$ cat src/rtl/mnist_pkg.sv
// Shared types and constants for the MNIST layer sequencer and its argmax tracker.
package mnist_pkg;

    localparam int N_IN      = 784;
    localparam int N_HID     = 10;
    localparam int N_OUT     = 10;
    localparam int MAC_LAT   = 2;
    localparam int ACC_W     = 32;
    localparam int ADDR_W    = 13;
    localparam int XADDR_W   = 10;
    localparam int IDX_W     = 4;
    localparam int L2_W_BASE = N_HID * N_IN;

    localparam int LAT_W = (MAC_LAT > 1) ? $clog2(MAC_LAT) : 1;

    localparam logic [XADDR_W-1:0] L1_LAST_I = XADDR_W'(N_IN - 1);
    localparam logic [XADDR_W-1:0] L2_LAST_I = XADDR_W'(N_HID - 1);
    localparam logic [IDX_W-1:0]   L1_LAST_N = IDX_W'(N_HID - 1);
    localparam logic [IDX_W-1:0]   L2_LAST_N = IDX_W'(N_OUT - 1);
    localparam logic [LAT_W-1:0]   LAT_LAST  = LAT_W'(MAC_LAT - 1);

    typedef enum logic [2:0] {
        S_IDLE,
        S_L1_MAC,
        S_L1_DRAIN,
        S_L1_WB,
        S_L2_MAC,
        S_L2_DRAIN,
        S_L2_WB,
        S_DONE
    } seq_state_e;

    function automatic logic is_layer2(input seq_state_e s);
        return (s == S_L2_MAC) || (s == S_L2_DRAIN) || (s == S_L2_WB);
    endfunction

endpackage

$ cat src/rtl/mnist_layer_sequencer_argmax.sv
// Signed running-maximum tracker: strict-greater compare keeps the lowest index on ties.
module mnist_argmax_track
    import mnist_pkg::*;
(
    input  logic                    clk,
    input  logic                    rst_n,
    input  logic                    en_i,
    input  logic                    first_i,
    input  logic signed [ACC_W-1:0] val_i,
    input  logic [IDX_W-1:0]        idx_i,
    output logic [IDX_W-1:0]        best_idx_o
);

    logic signed [ACC_W-1:0] best_q, best_d;
    logic [IDX_W-1:0]        idx_q, idx_d;

    // The first candidate always loads, so a stale best from a previous image never wins.
    always_comb begin
        best_d = best_q;
        idx_d  = idx_q;
        if (en_i && (first_i || (val_i > best_q))) begin
            best_d = val_i;
            idx_d  = idx_i;
        end
    end

    always_ff @(posedge clk or negedge rst_n) begin
        if (!rst_n) begin
            best_q <= '0;
            idx_q  <= '0;
        end else begin
            best_q <= best_d;
            idx_q  <= idx_d;
        end
    end

    assign best_idx_o = idx_q;

endmodule

$ cat src/rtl/mnist_layer_sequencer.sv
// Two-layer MNIST MAC sequencer with incremental argmax over the output layer.
// Optional cycle counter port perf_cycles_o is enabled by defining MNIST_SEQ_PERF_EN.
module mnist_layer_sequencer
    import mnist_pkg::*;
(
    input  logic                    clk,
    input  logic                    rst_n,
    input  logic                    start_i,
    output logic                    busy_o,
    output logic                    done_o,
    output logic [IDX_W-1:0]        class_idx_o,
    output logic [ADDR_W-1:0]       w_addr_o,
    output logic [XADDR_W-1:0]      x_addr_o,
    output logic                    x_sel_o,
    output logic                    mac_clr_o,
    output logic                    mac_en_o,
    input  logic signed [ACC_W-1:0] acc_in_i,
    output logic                    act_we_o,
    output logic [IDX_W-1:0]        act_addr_o
`ifdef MNIST_SEQ_PERF_EN
    ,
    output logic [31:0]             perf_cycles_o
`endif
);

    seq_state_e          state_q, state_d;
    logic [XADDR_W-1:0]  i_q, i_d;
    logic [IDX_W-1:0]    n_q, n_d;
    logic [LAT_W-1:0]    lat_q, lat_d;
    logic [ADDR_W-1:0]   w_q, w_d;
    logic                mac_en_q, mac_clr_q;
    logic [IDX_W-1:0]    class_q, class_d;
    logic                issue;
    logic                argmax_en;
    logic [IDX_W-1:0]    best_idx;

    assign issue     = (state_q == S_L1_MAC) || (state_q == S_L2_MAC);
    assign argmax_en = (state_q == S_L2_WB);

    // Weight rows of both layers are stored back to back, so one running
    // counter walks n*N_IN+i and then L2_W_BASE+n*N_HID+i without a multiplier.
    always_comb begin
        state_d = state_q;
        i_d     = i_q;
        n_d     = n_q;
        lat_d   = lat_q;
        w_d     = w_q;
        class_d = class_q;
        unique case (state_q)
            S_IDLE: begin
                if (start_i) begin
                    state_d = S_L1_MAC;
                    i_d     = '0;
                    n_d     = '0;
                    lat_d   = '0;
                    w_d     = '0;
                end
            end
            S_L1_MAC: begin
                w_d = w_q + 1'b1;
                if (i_q == L1_LAST_I) begin
                    i_d     = '0;
                    lat_d   = '0;
                    state_d = S_L1_DRAIN;
                end else begin
                    i_d = i_q + 1'b1;
                end
            end
            S_L1_DRAIN: begin
                if (lat_q == LAT_LAST) begin
                    state_d = S_L1_WB;
                end else begin
                    lat_d = lat_q + 1'b1;
                end
            end
            S_L1_WB: begin
                if (n_q == L1_LAST_N) begin
                    n_d     = '0;
                    state_d = S_L2_MAC;
                end else begin
                    n_d     = n_q + 1'b1;
                    state_d = S_L1_MAC;
                end
            end
            S_L2_MAC: begin
                w_d = w_q + 1'b1;
                if (i_q == L2_LAST_I) begin
                    i_d     = '0;
                    lat_d   = '0;
                    state_d = S_L2_DRAIN;
                end else begin
                    i_d = i_q + 1'b1;
                end
            end
            S_L2_DRAIN: begin
                if (lat_q == LAT_LAST) begin
                    state_d = S_L2_WB;
                end else begin
                    lat_d = lat_q + 1'b1;
                end
            end
            S_L2_WB: begin
                if (n_q == L2_LAST_N) begin
                    n_d     = '0;
                    state_d = S_DONE;
                end else begin
                    n_d     = n_q + 1'b1;
                    state_d = S_L2_MAC;
                end
            end
            S_DONE: begin
                class_d = best_idx;
                w_d     = '0;
                state_d = S_IDLE;
            end
            default: state_d = S_IDLE;
        endcase
    end

    always_ff @(posedge clk or negedge rst_n) begin
        if (!rst_n) begin
            state_q   <= S_IDLE;
            i_q       <= '0;
            n_q       <= '0;
            lat_q     <= '0;
            w_q       <= '0;
            class_q   <= '0;
            mac_en_q  <= 1'b0;
            mac_clr_q <= 1'b0;
        end else begin
            state_q   <= state_d;
            i_q       <= i_d;
            n_q       <= n_d;
            lat_q     <= lat_d;
            w_q       <= w_d;
            class_q   <= class_d;
            mac_en_q  <= issue;
            mac_clr_q <= issue && (i_q == '0);
        end
    end

    mnist_argmax_track u_argmax (
        .clk        (clk),
        .rst_n      (rst_n),
        .en_i       (argmax_en),
        .first_i    (n_q == '0),
        .val_i      (acc_in_i),
        .idx_i      (n_q),
        .best_idx_o (best_idx)
    );

    assign busy_o      = (state_q != S_IDLE);
    assign done_o      = (state_q == S_DONE);
    assign act_we_o    = (state_q == S_L1_WB);
    assign act_addr_o  = act_we_o ? n_q : '0;
    assign x_sel_o     = is_layer2(state_q);
    assign x_addr_o    = i_q;
    assign w_addr_o    = w_q;
    assign mac_en_o    = mac_en_q;
    assign mac_clr_o   = mac_clr_q;
    assign class_idx_o = class_q;

`ifdef MNIST_SEQ_PERF_EN
    logic [31:0] perf_q, perf_d;

    always_comb begin
        perf_d = perf_q;
        if ((state_q == S_IDLE) && start_i) begin
            perf_d = '0;
        end else if (busy_o && (perf_q != 32'hFFFF_FFFF)) begin
            perf_d = perf_q + 32'd1;
        end
    end

    always_ff @(posedge clk or negedge rst_n) begin
        if (!rst_n) begin
            perf_q <= '0;
        end else begin
            perf_q <= perf_d;
        end
    end

    assign perf_cycles_o = perf_q;
`endif

endmodule

$ cat config.mk
export PLATFORM = sky130hd
export DESIGN_NAME = mnist_layer_sequencer
export DESIGN_NICKNAME = d
export VERILOG_FILES = /design/src/rtl/mnist_pkg.sv /design/src/rtl/mnist_layer_sequencer_argmax.sv /design/src/rtl/mnist_layer_sequencer.sv
export SDC_FILE = /design/constraint.sdc
export NUM_CORES = 1
export LEC_CHECK = 0
export ABC_CLOCK_PERIOD_IN_PS = 8100
export CORE_ASPECT_RATIO = 0.8
export CORE_MARGIN = 3
export CORE_UTILIZATION = 41
export CTS_CLUSTER_SIZE = 16
export DETAILED_ROUTE_END_ITERATION = 10
export HOLD_SLACK_MARGIN = 0.02
export PLACE_DENSITY_LB_ADDON = 0.2
export SYNTH_ARGS = -nofsm -noshare
export SYNTH_HDL_FRONTEND = slang
export SYNTH_SLANG_ARGS = --single-unit
$ cat constraint.sdc
create_clock -name clk -period 8.1 [get_ports clk]
set_clock_uncertainty 0.1 [all_clocks]
set_input_delay 2.43 -clock clk [delete_from_list [all_inputs] [get_ports clk]]
set_output_delay 2.43 -clock clk [all_outputs]
set_load 0.02 [all_outputs]
Word-level counts from Yosys, hierarchy flattened. Index checks and enable logic that the tools add are counted.

Add/subtract/negate cells: 4. Magnitude comparators: 1. Equal/unequal tests: 15. Muxes and demuxes: 23. Reduce and logical (&&, ||, !) cells: 22.

Operator list (count): 13-bit one-hot mux with 3 select lines (1); 32-bit greater-than comparator (1); 10-bit 2-to-1 mux (3); 10-bit one-hot mux with 3 select lines (1); 3-bit one-hot mux with 8 select lines (1); 3-bit 2-to-1 mux (6); 13-bit by 1-bit adder with 13-bit output (second input constant) (1); 13-bit 2-to-1 mux (1); 3-bit == test (second input constant) (4); 4-bit 2-to-1 mux (3); 10-bit by 1-bit adder with 10-bit output (second input constant) (1); 10-bit == test (second input constant) (1); 10-bit by 4-bit == test with 1-bit output (second input constant) (1); 10-bit logical NOT (1); 3-bit nonzero test (3); 4-bit one-hot mux with 2 select lines (1); 3-bit by 2-bit == test with 1-bit output (second input constant) (2); 2-bit inequality test (second input constant) (3); 2-bit AND reduction (3); 2-bit OR reduction (3); 5-bit AND reduction (1); 4-bit by 1-bit adder with 4-bit output (second input constant) (1); 4-bit == test (second input constant) (1); 4-bit logical NOT (1); 12 further kinds (20).

Bits in registers: 73. Output and inout bits: 37.

Longest topological paths before layout.
Depth in word-level cells: 4. Gate-level depth with buffers: 11.

Cells and area by module. From an unflattened synthesis, not the netlist that was laid out.

Cells, all modules: 415. Area total of the unflattened synthesis: 4334.2 µm².

Modules (own cells, without submodules): mnist_argmax_track (times used 1, cells each 194, area each 2314.7 µm²); mnist_layer_sequencer (times used 1, cells each 221, area each 2019.4 µm²).

Least setup slack after synthesis. No wires, ideal clock.

Kind: input -> register. Start point: input acc_in_i[9]. End point: register u_argmax.best_q[1]. Arrival time: 4.489 ns. Setup slack: 3.386 ns. Cell stages on the path: 10. Path through: ha_1 > a21oi_1 > o21ai_1 > a221oi_1 > o211ai_2 > o311ai_4 > and2_4 > buf_6 > buf_8 > mux2_4.

Longest elaborated chain between the ends: 3.

RTL lines: start: declaration (line mnist_layer_sequencer.sv:17) `input logic signed [ACC_W-1:0] acc_in_i,`; 32-bit greater-than comparator (line mnist_layer_sequencer_argmax.sv:21) `if (en_i && (first_i || (val_i > best_q))) begin`; 1-bit logical OR (line mnist_layer_sequencer_argmax.sv:21); 1-bit logical AND (line mnist_layer_sequencer_argmax.sv:21); end signal: assignment (line mnist_layer_sequencer_argmax.sv:32) `best_q <= best_d;`; end: declaration (line mnist_layer_sequencer_argmax.sv:14) `logic signed [ACC_W-1:0] best_q, best_d;`.

Every way passes these cells. A chain may end at the register's enable or synchronous reset.

Worst setup path in the final report.
Start point: input acc_in_i[9]. End point: register u_argmax.best_q[9].

Longest elaborated chain between the ends: 3.

RTL lines (line): 32-bit greater-than comparator (mnist_layer_sequencer_argmax.sv:21); 1-bit logical OR (mnist_layer_sequencer_argmax.sv:21); 1-bit logical AND (mnist_layer_sequencer_argmax.sv:21).

Several ways; a longest one is shown, not always the timed one.

==> impl_metrics.ini <==
[route]
viasPerCell = 4.984
drc_errors = 0
drtAntennaViolNets = 0
wl_mm = 8.719
drt_pre_antenna_iters = 4
routedWlPerCell_microns = 14.15
vias = 3070
dr.first_iter.drc_count = 128

[worst_setup_path]
critPathLaunchType = input pin
r2r_slack_ps = 4970
crit_path_start = acc_in_i[9]
crit_fanout = 34
critical_path.cell_chain = clkdlybuf4s50_1 -> ha_1 -> a21oi_1 -> o21ai_1 -> a221oi_1 -> o211ai_2 -> o311ai_4 -> and2_4 -> mux2_2
r2r_end = u_argmax.best_q[9]
reg2reg_from = u_argmax.best_q[9]
worstPathRequired_ps = 8220
crit_path_end_kind = register
crit_arrival_ps = 5430
reg2reg_depth = 9
crit_slowest_cell = and2_4
crit_type = in2reg
max_stage_delay_ps = 620

[timing]
slew_violations = 0
fin_tns_setup_ps = 0
rsz0062_at_grt = false
fmax_mhz = 188.2
slew_headroom_pct = 37.07
finalSetupViolations = 0
setup_ws_ps = 2787
period_share_pct = 65.60
worst_pin_slew_ps = 943.9
min_period_ps = 5313
hold_viol = 0

[cts]
numCtsBuffers = 9
hold_buffers = 0
cts-resized-gates = 0
cts_tree = built
worst_setup_hold_path_clk_slew_ps = 60
max-clock-path-buffers = 2
clock_latency_ps = 330
cts_root_buf = clkbuf_16
htreeDepth = 3
cts_setup_buffers = 0
clock_sinks = 73

[synth]
synthTopCellsByArea = dfrtp_1 43%, ha_1 11%, mux2_4 9.5%
synth_cells = 403
synthFlopType = dfrtp_1
synth_common_cells = 73 x dfrtp_1, 45 x inv_1, 39 x ha_1, 35 x nor2_1, 27 x mux2_4
synth.largest_area_cell = dfrtp_1
netlist.area_leader.share_pct = 43.03
netlist_area_sq_um = 4245
ys_seq_elements = 73
ys_async_sr_fraction_pct = 100.0
synth-edff-count = 0
yosysSeqAreaShare_pct = 43.03
synth_area_per_cell_sq_um = 10.53
yosys_warnings = 0
synth.distinct_cells = 49
yosysMostFrequentCell = dfrtp_1
synth_nets = 477

[final_layout]
area_growth_pct = 26.14
diodes = 0
drive_above_1_share_pct = 12.92
nets = 549
fin_cells = 616

[floorplanning]
die_y_microns = 97.02
top_level_ports = 72
die_x_microns = 119.8
die_area_sq_um = 11620
core_sq_um = 9849
initial_core_util_pct = 43.10
std_cell_rows = 32

[placement]
dp_slack_ps = 2444
dp_cells = 600
dpl.hpwl_mm = 6.277
place.gp.congestion = 0.7480
port_buffers = 71

[run_status]
status = finished, final reports clean

[global_route]
grt_start_max_net_pins = 74
grt_antenna_before_repair = 0
grt_pass1_vias = 3013
grt_pass1_wl_mm = 15.18
grt_overflow = 0
gr-usage-all-layers_pct = 16.03

[hold_path]
hold_start = class_idx_o[1]
hold_end = class_idx_o[1]
hold_class = reg2reg
hold-path-cell-count = 1

[power]
powerDensity_nw_per_um2 = 164.3
power_w = 0.0008799
vdd_drop_max_mv = 0.1260
total_leakage_power_nw = 2.571

[run]
cap_violations = 0
-- report_power, final --
group / internal (W) / switching (W) / leakage (nW)
logic: 0.0000412 / 0.0000357 / 1.54
clock network: 0.000269 / 0.000156 / 0.155
registers: 0.000373 / 0.00000466 / 0.875
total: 0.000684 / 0.000196 / 2.57
-- cells in the final DEF, fill, tap and decap left out, types with 2 or more instances in the layout --
cell type / instances
nor2b_1: 3
xnor2_1: 5
mux2i_1: 2
nor2_1: 35
nand4_2: 2
nor3_1: 9
xor2_1: 14
and3_1: 6
bufinv_16: 2
mux2_4: 27
o21ai_0: 17
clkinv_2: 2
ha_1: 39
a22oi_1: 3
mux2_2: 9
nand4_1: 10
nand3_1: 19
dfrtp_1: 73
and4_1: 3
nand2_1: 26
clkinv_4: 2
a21o_1: 2
inv_1: 45
clkbuf_16: 9
a22o_1: 2
clkdlybuf4s50_1: 70
a21oi_1: 20
-- flip-flops by register name, summed over array words and instances (netlist names) --
register	cells
mac_clr_o	1
lat_q	1
x_addr_o	10
mac_en_o	1
u_argmax.best_idx_o	4
u_argmax.best_q	32
state_q	3
w_addr_o	13
n_q	4
class_idx_o	4
-- worst max path at each step --
stage                                     to  cells past startpoint  slack (ps)
final                     u_argmax.best_q[9]                      9        2790
after global routing      u_argmax.best_q[9]                      9        2660
after CTS                 u_argmax.best_q[9]                      9        2790
after detailed placement  u_argmax.best_q[9]                      9        2440
after global placement    u_argmax.best_q[9]                      9        2480
after floorplan           u_argmax.best_q[1]                     10        3390
-- cell families (layout without fill, tap and decap cells) --
logic type	count (synthesis)	in the layout	synth area share [%]
AOI/OAI and AO/OA	58	58	8.901
muxes	38	38	12.41
buffers and inverters	56	133	6.189
adders and majority gates	39	39	11.49
DFF	73	73	43.03
and+or+nand+nor	120	120	14.06
xor gates and xnor gates	19	19	3.920
-- layer usage --
layer / global-route usage [%] / wire length, microns / share of wire [%]
met1: 23.17 / 4495 / 52
met2: 23.52 / 3820 / 44
met3: 4.617 / 315 / 3.6
met4: 4.225 / 87 / 1.0
met5: 0 / 0 / 0
-- worst max-delay path, delay by kind of cell --
family                   cells  cell delay [ps]
AO/OA/AOI/OAI                5             1210
adder cells (fa/ha/maj)      1              320
buffers and inverters        1              430
multiplexers                 1              400
AND/OR/NAND/NOR              1              620
-- area by class of cell --
class / count / area [sq um]
multi-input combinational: 274 / 2156
timing repair buffer: 72 / 713.2
inverter: 45 / 168.9
fill: 927 / 4494
tap: 136 / 170.2
sequential: 73 / 1827
clock buffer: 9 / 225.2
clock inverter: 7 / 95.09
-- metrics by stage --
step	instance area, sq um	util (%)	hold WS, ps
floorplan	4245	-	364.8
global placement	5035	51.12	388.0
detailed placement	5035	51.12	392.9
CTS	5355	54.37	408.1
global route	5355	54.37	417.9
finish	5355	54.37	400.8
(Power assumes the default switching activity.)
